`config.mk`:
```
export PLATFORM = sky130hd
export DESIGN_NAME = arm_mc_controller
export DESIGN_NICKNAME = d
export VERILOG_FILES = /design/src/rtl/arm_mc_pkg.sv /design/src/rtl/arm_mc_condcheck.sv /design/src/rtl/arm_mc_controller.sv
export SDC_FILE = /design/constraint.sdc
export NUM_CORES = 1
export LEC_CHECK = 0
export ABC_CLOCK_PERIOD_IN_PS = 1500
export BUFFER_PORTS_ARGS = -buffer_cell sky130_fd_sc_hd__buf_2
export CORE_MARGIN = 2
export CORE_UTILIZATION = 30
export DETAILED_ROUTE_END_ITERATION = 8
export GPL_TIMING_DRIVEN = 0
export PLACE_DENSITY = 0.53
export RECOVER_POWER = 25
export SYNTH_ARGS = -nofsm -noshare
export SYNTH_HDL_FRONTEND = slang
export SYNTH_SLANG_ARGS = --single-unit
```
`constraint.sdc`:
```
create_clock -name clk -period 1.5 [get_ports clk]
set_clock_uncertainty 0.05 [all_clocks]
set_input_delay 0.15 -clock clk [delete_from_list [all_inputs] [get_ports clk]]
set_output_delay 0.15 -clock clk [all_outputs]
set_load 0.1 [all_outputs]
```
`src/rtl/arm_mc_pkg.sv`:
```
// Shared definitions for the multicycle ARM control unit: the FSM state
// encoding, datapath mux-select codes, ALU operation codes, instruction
// field values and ARM condition codes.
package arm_mc_pkg;

  typedef enum logic [3:0] {
    S_FETCH    = 4'd0,
    S_DECODE   = 4'd1,
    S_MEMADR   = 4'd2,
    S_MEMRD    = 4'd3,
    S_MEMWB    = 4'd4,
    S_MEMWR    = 4'd5,
    S_EXECUTER = 4'd6,
    S_EXECUTEI = 4'd7,
    S_ALUWB    = 4'd8,
    S_BRANCH   = 4'd9
  } state_e;

  localparam logic [1:0] SRCA_REG   = 2'b00;
  localparam logic [1:0] SRCA_PC    = 2'b01;

  localparam logic [1:0] SRCB_REG   = 2'b00;
  localparam logic [1:0] SRCB_IMM   = 2'b01;
  localparam logic [1:0] SRCB_FOUR  = 2'b10;

  localparam logic [1:0] RES_ALUOUT = 2'b00;
  localparam logic [1:0] RES_DATA   = 2'b01;
  localparam logic [1:0] RES_ALURES = 2'b10;

  localparam logic [1:0] ALU_ADD    = 2'b00;
  localparam logic [1:0] ALU_SUB    = 2'b01;
  localparam logic [1:0] ALU_AND    = 2'b10;
  localparam logic [1:0] ALU_ORR    = 2'b11;

  localparam logic [1:0] OP_DP      = 2'b00;
  localparam logic [1:0] OP_MEM     = 2'b01;
  localparam logic [1:0] OP_BR      = 2'b10;

  // Data-processing cmd field (Funct[4:1])
  localparam logic [3:0] CMD_ADD    = 4'b0100;
  localparam logic [3:0] CMD_SUB    = 4'b0010;
  localparam logic [3:0] CMD_AND    = 4'b0000;
  localparam logic [3:0] CMD_ORR    = 4'b1100;

  localparam logic [3:0] COND_EQ    = 4'b0000;
  localparam logic [3:0] COND_NE    = 4'b0001;
  localparam logic [3:0] COND_CS    = 4'b0010;
  localparam logic [3:0] COND_CC    = 4'b0011;
  localparam logic [3:0] COND_MI    = 4'b0100;
  localparam logic [3:0] COND_PL    = 4'b0101;
  localparam logic [3:0] COND_VS    = 4'b0110;
  localparam logic [3:0] COND_VC    = 4'b0111;
  localparam logic [3:0] COND_HI    = 4'b1000;
  localparam logic [3:0] COND_LS    = 4'b1001;
  localparam logic [3:0] COND_GE    = 4'b1010;
  localparam logic [3:0] COND_LT    = 4'b1011;
  localparam logic [3:0] COND_GT    = 4'b1100;
  localparam logic [3:0] COND_LE    = 4'b1101;
  localparam logic [3:0] COND_AL    = 4'b1110;

endpackage

```
`src/rtl/arm_mc_condcheck.sv`:
```
// Combinational ARM condition evaluation.
//   cond_i    : instruction condition field
//   flags_i   : current {N,Z,C,V}
//   cond_ex_o : 1 when the instruction should execute (1111 never does)
module arm_mc_condcheck
  import arm_mc_pkg::*;
(
  input  logic [3:0] cond_i,
  input  logic [3:0] flags_i,
  output logic       cond_ex_o
);

  logic n, z, c, v;

  always_comb begin
    {n, z, c, v} = flags_i;
    cond_ex_o    = 1'b0;
    case (cond_i)
      COND_EQ: cond_ex_o = z;
      COND_NE: cond_ex_o = ~z;
      COND_CS: cond_ex_o = c;
      COND_CC: cond_ex_o = ~c;
      COND_MI: cond_ex_o = n;
      COND_PL: cond_ex_o = ~n;
      COND_VS: cond_ex_o = v;
      COND_VC: cond_ex_o = ~v;
      COND_HI: cond_ex_o = c & ~z;
      COND_LS: cond_ex_o = ~c | z;
      COND_GE: cond_ex_o = (n == v);
      COND_LT: cond_ex_o = (n != v);
      COND_GT: cond_ex_o = ~z & (n == v);
      COND_LE: cond_ex_o = z | (n != v);
      COND_AL: cond_ex_o = 1'b1;
      default: cond_ex_o = 1'b0;
    endcase
  end

endmodule

```
`src/rtl/arm_mc_controller.sv`:
```
// Control unit for the multicycle ARM core: Moore main FSM, instruction
// decoder, NZCV flag register and condition-gated write enables.
//   clk, reset (async, active-low)
//   Cond/Op/Funct/Rd : instruction register fields
//   ALUFlags         : datapath ALU {N,Z,C,V} for the current cycle
//   outputs          : datapath enables and mux selects
module arm_mc_controller
  import arm_mc_pkg::*;
(
  input  logic       clk,
  input  logic       reset,
  input  logic [3:0] Cond,
  input  logic [1:0] Op,
  input  logic [5:0] Funct,
  input  logic [3:0] Rd,
  input  logic [3:0] ALUFlags,
  output logic       PCWrite,
  output logic       MemWrite,
  output logic       RegWrite,
  output logic       IRWrite,
  output logic       AdrSrc,
  output logic [1:0] RegSrc,
  output logic [1:0] ALUSrcA,
  output logic [1:0] ALUSrcB,
  output logic [1:0] ResultSrc,
  output logic [1:0] ImmSrc,
  output logic [1:0] ALUControl
);

  state_e     state_q, state_d;
  logic [3:0] flags_q, flags_d;
  logic       cond_ok_q, cond_ok_d;
  logic       cond_ex;

  logic next_pc, branch, reg_w, mem_w, ir_w, alu_op;
  logic [3:0] cmd;
  logic       cmd_ok;
  logic [1:0] flag_w;
  logic       reg_w_eff, pcs;

  arm_mc_condcheck u_condcheck (
    .cond_i    (Cond),
    .flags_i   (flags_q),
    .cond_ex_o (cond_ex)
  );

  always_ff @(posedge clk or negedge reset) begin
    if (!reset) begin
      state_q   <= S_FETCH;
      flags_q   <= '0;
      cond_ok_q <= 1'b0;
    end else begin
      state_q   <= state_d;
      flags_q   <= flags_d;
      cond_ok_q <= cond_ok_d;
    end
  end

  always_comb begin
    state_d   = S_FETCH;
    next_pc   = 1'b0;
    branch    = 1'b0;
    reg_w     = 1'b0;
    mem_w     = 1'b0;
    ir_w      = 1'b0;
    alu_op    = 1'b0;
    AdrSrc    = 1'b0;
    ALUSrcA   = SRCA_REG;
    ALUSrcB   = SRCB_REG;
    ResultSrc = RES_ALUOUT;
    case (state_q)
      S_FETCH: begin
        ALUSrcA   = SRCA_PC;
        ALUSrcB   = SRCB_FOUR;
        ResultSrc = RES_ALURES;
        ir_w      = 1'b1;
        next_pc   = 1'b1;
        state_d   = S_DECODE;
      end
      S_DECODE: begin
        ALUSrcA   = SRCA_PC;
        ALUSrcB   = SRCB_FOUR;
        ResultSrc = RES_ALURES;
        case (Op)
          OP_MEM:  state_d = S_MEMADR;
          OP_DP:   state_d = Funct[5] ? S_EXECUTEI : S_EXECUTER;
          OP_BR:   state_d = S_BRANCH;
          default: state_d = S_FETCH;
        endcase
      end
      S_MEMADR: begin
        ALUSrcB = SRCB_IMM;
        state_d = Funct[0] ? S_MEMRD : S_MEMWR;
      end
      S_MEMRD: begin
        AdrSrc  = 1'b1;
        state_d = S_MEMWB;
      end
      S_MEMWB: begin
        ResultSrc = RES_DATA;
        reg_w     = 1'b1;
      end
      S_MEMWR: begin
        AdrSrc = 1'b1;
        mem_w  = 1'b1;
      end
      S_EXECUTER: begin
        alu_op  = 1'b1;
        state_d = S_ALUWB;
      end
      S_EXECUTEI: begin
        ALUSrcB = SRCB_IMM;
        alu_op  = 1'b1;
        state_d = S_ALUWB;
      end
      S_ALUWB: begin
        reg_w = 1'b1;
      end
      S_BRANCH: begin
        ALUSrcB   = SRCB_IMM;
        ResultSrc = RES_ALURES;
        branch    = 1'b1;
      end
      default: state_d = S_FETCH;
    endcase
  end

  // Decoder
  assign cmd    = Funct[4:1];
  assign cmd_ok = (cmd == CMD_ADD) | (cmd == CMD_SUB) |
                  (cmd == CMD_AND) | (cmd == CMD_ORR);

  always_comb begin
    ALUControl = ALU_ADD;
    if (alu_op) begin
      case (cmd)
        CMD_SUB: ALUControl = ALU_SUB;
        CMD_AND: ALUControl = ALU_AND;
        CMD_ORR: ALUControl = ALU_ORR;
        default: ALUControl = ALU_ADD;
      endcase
    end
  end

  assign flag_w[1] = alu_op & Funct[0] & cmd_ok;
  assign flag_w[0] = flag_w[1] & ((cmd == CMD_ADD) | (cmd == CMD_SUB));

  assign RegSrc = {Op == OP_MEM, Op == OP_BR};
  assign ImmSrc = Op;

  // ALUWB is only reached from a DP instruction, so an unsupported cmd
  // there means the writeback must be dropped.
  assign reg_w_eff = reg_w & ~((state_q == S_ALUWB) & ~cmd_ok);
  assign pcs       = (reg_w_eff & (Rd == 4'd15)) | branch;

  // Enables are forced low while reset is held, even though FETCH is active.
  assign PCWrite  = reset & (next_pc | (pcs & cond_ok_q));
  assign RegWrite = reset & reg_w_eff & cond_ok_q & (Rd != 4'd15);
  assign MemWrite = reset & mem_w & cond_ok_q;
  assign IRWrite  = reset & ir_w;

  always_comb begin
    cond_ok_d = cond_ok_q;
    if (state_q == S_DECODE) cond_ok_d = cond_ex;
  end

  always_comb begin
    flags_d = flags_q;
    if (flag_w[1] & cond_ok_q) flags_d[3:2] = ALUFlags[3:2];
    if (flag_w[0] & cond_ok_q) flags_d[1:0] = ALUFlags[1:0];
  end

endmodule

```
==> metrics.md <==
| Metric | Value |
|---|---|
| Most frequent cells in the layout | buf_2 (23), buf_4 (20), buf_12 (12) |
| Post-route ant nets | 0 |
| Synth Area in Adders | 0% |
| Sequential share of the synthesized area | 24.4% |
| Number of vias per cell | 5.16 |
| Vias in the first global route | 993 |
| PnR worst setup slack | -0.312 ns |
| Final Core Density | 61.1% |
| Total power | 4.08 mW |
| Wire length of the first global-routing pass | 4690 um |
| Final setup violation count | 17 |
| Mux share of post-synthesis cell area | 9.47% |
| Gpl congestion | 0.794 |
| Synth unique cells | 43 |
| Outcome | complete, but fails checks |
| Worst Hold Class | in -> reg |
| Placed cell areas | 1300 um^2 |
| Worst Path Max Fanout | 4 |
| Total track usage | 17.1% |
| Final worst path period need | 1.81 ns |
| Sink Count | 9 |
| DRT Pass-1 Iters | 4 |
| Worst EP required | 1.30 ns |
| CTS tree | yes |
| Mapped cell area | 925 um^2 |
| Post-synth top area share | 24.4% |
| Syn nets | 134 |
| Dpl ws | -0.343 ns |
| DRT Wirelength | 3040 um |
| Port buffer count | 35 |
| Mean Syn Cell Area | 8.26 um^2 |
| Post-synth EDFFs | 0 |
| Synth Area in Simple Gates | 36.8% |
| Core box area | 3000 um^2 |
| Diodes inserted | 0 |
| RSZ-0062 raised after global routing | yes |
| Cell total after placement | 180 |
| Vias post-DR | 1078 |
| Crit path DAT | 1.61 ns |
| CTS Root Cell | clkbuf_4 |
| Fillers | 258 |
| CP startpoint kind | register |
| Final HPWL DP | 1810 um |
| DRT iter0 DRCs | 32 |
| Most common cell after layout, fill and taps aside | buf_2 |
| Global route overflow | 0 |
| Setup Crit Path Kind | reg -> out |
| Area growth syn-to-layout | 98.5% |
| Ports | 39 |
| Largest net degree at the start of global routing | 11 |
| Cells after synthesis | 112 |
| Yosys warning count | 0 |
| Leakage power | 0.807 nW |
| Final Non-Filler Cells | 209 |
| H-tree levels | 1 |
| Primary FF master, synth | dfrtp_1 |
| Ys async rst share | 100% |
| Clock transition at path regs | 0.06 ns |
| Share of cells above drive strength 1 | 60.2% |
| DIE AREA | 3540 um^2 |
| Die height | 59.5 um |
| Pwr dens | 2220 nW/um^2 |
| DRC | 0 |
| Post-Synth XOR/XNOR Area | 4.74% |
| Most area-consuming cells after synthesis | dfrtp_1 (24%), mux2_1 (4.9%), nor3_1 (4.3%), xnor2_1 (3.8%), nand2_1 (3.7%) |
| Final Max Tran Viols | 0 |
| Initial antenna violation count | 0 |
| WL/cell | 14.5 um |
| Hold slack | 0.0615 ns |
| Period utilization | 121% |
| Final Hold Fails | 0 |
| TritonCTS Buffers | 3 |
| Core Rows | 20 |
| CTS max path bufs | 2 |
| Nets@finish | 199 |
| Compound-Gate Fraction of Synth Area | 15.4% |
| Yosys top cell by area | dfrtp_1 |
| Highest Clock Rate | 552 MHz |
| #FFs+latches synth | 9 |
| Post-route cell area | 1840 um^2 |
| MaxCap Viol Count | 0 |
| Die Span X | 59.5 um |
| Latest clock arrival within the worst-skew pair | 0.27 ns |
| Worst ir drop on vdd | 0.913 mV |
| Initial core utilization | 30.8% |
| CP Capture Type | output port |
| Setup TNS | -3.08 ns |
| Failing checks | negative setup slack |
| Main combinational cell family by area after synthesis | simple AND/OR/NAND/NOR gates |
[layout make-up]
cell class	count	area, um^2	share of cell area, %
plain buffers	11	104	5.66
clock buffers	4	26.3	1.43
inverters	4	26.3	1.43
multi-input cells	88	851	46.4
flip-flops and latches	9	225	12.3
well taps	33	41.3	2.25
repair buffers	60	562	30.6
[timing repair]
item	in CTS	in global routing
pin swaps	12	10
hold buffers	1	0
endpoints found under the setup margin	17	18
hold endpoints to repair	9	0
resized for setup	66	20
buffers inserted	16	11
[cell usage after synthesis, drive strengths merged, types with 2 or more instances]
cell    n
clkbuf  2
nand3   4
nor2b   4
nor3    9
buf     9
nand4   2
nor4    2
and3    2
mux2i   2
o22ai   3
nand3b  2
inv     4
o21ai   4
dfrtp   9
nand2b  5
nor2    8
mux2    6
a31oi   2
o31ai   4
nand2   9
xnor2   4
a21boi  2
[per-layer routing]
| metal | track usage (%) | share of wire, % | vias up |
|---|---|---|---|
| li1 | - | - | 531 |
| met1 | 22.2 | 39 | 501 |
| met2 | 27.9 | 52 | 38 |
| met3 | 5.02 | 6.4 | 8 |
| met4 | 3.81 | 2.3 | 0 |
| met5 | 0 | 0 | - |
[worst max-delay path, cell delays in order (launching register included)]
cell	delay (ns)
dfrtp_1	0.39
buf_6	0.13
nand2b_4	0.16
nor3_4	0.14
a31oi_2	0.08
o31ai_4	0.23
buf_12	0.21
[flip-flops by register name, summed over array words and instances (netlist names)]
name	cells
state_q	4
cond_ok_q	1
flags_q	4
[logic make-up after synthesis]
| family | count (synthesis) |
|---|---|
| AO/OA/AOI/OAI | 21 |
| other | 1 |
| multiplexers | 8 |
| XOR/XNOR | 5 |
| flip-flops | 9 |
| buffers and inverters | 15 |
| AND/OR/NAND/NOR | 53 |
[power breakdown]
| group | switching (mW) | internal (mW) |
|---|---|---|
| Combinational | 2.00 | 1.48 |
| Clock | 0.0928 | 0.103 |
| Sequential | 0.0769 | 0.323 |
[path summary, 6_finish.rpt]
check	from	endpoint	slack [ns]	cells after the start
max	state_q[3]	PCWrite	-0.31	6
min reg2reg	flags_q[0]	flags_q[0]	0.54	1
max in group asynchronous	reset	flags_q[0]	0.62	2
min in group asynchronous	reset	state_q[2]	0.46	2
max reg2reg	state_q[2]	flags_q[1]	-0.21	6
min	ALUFlags[0]	flags_q[0]	0.06	2
(Power assumes the default switching activity.)
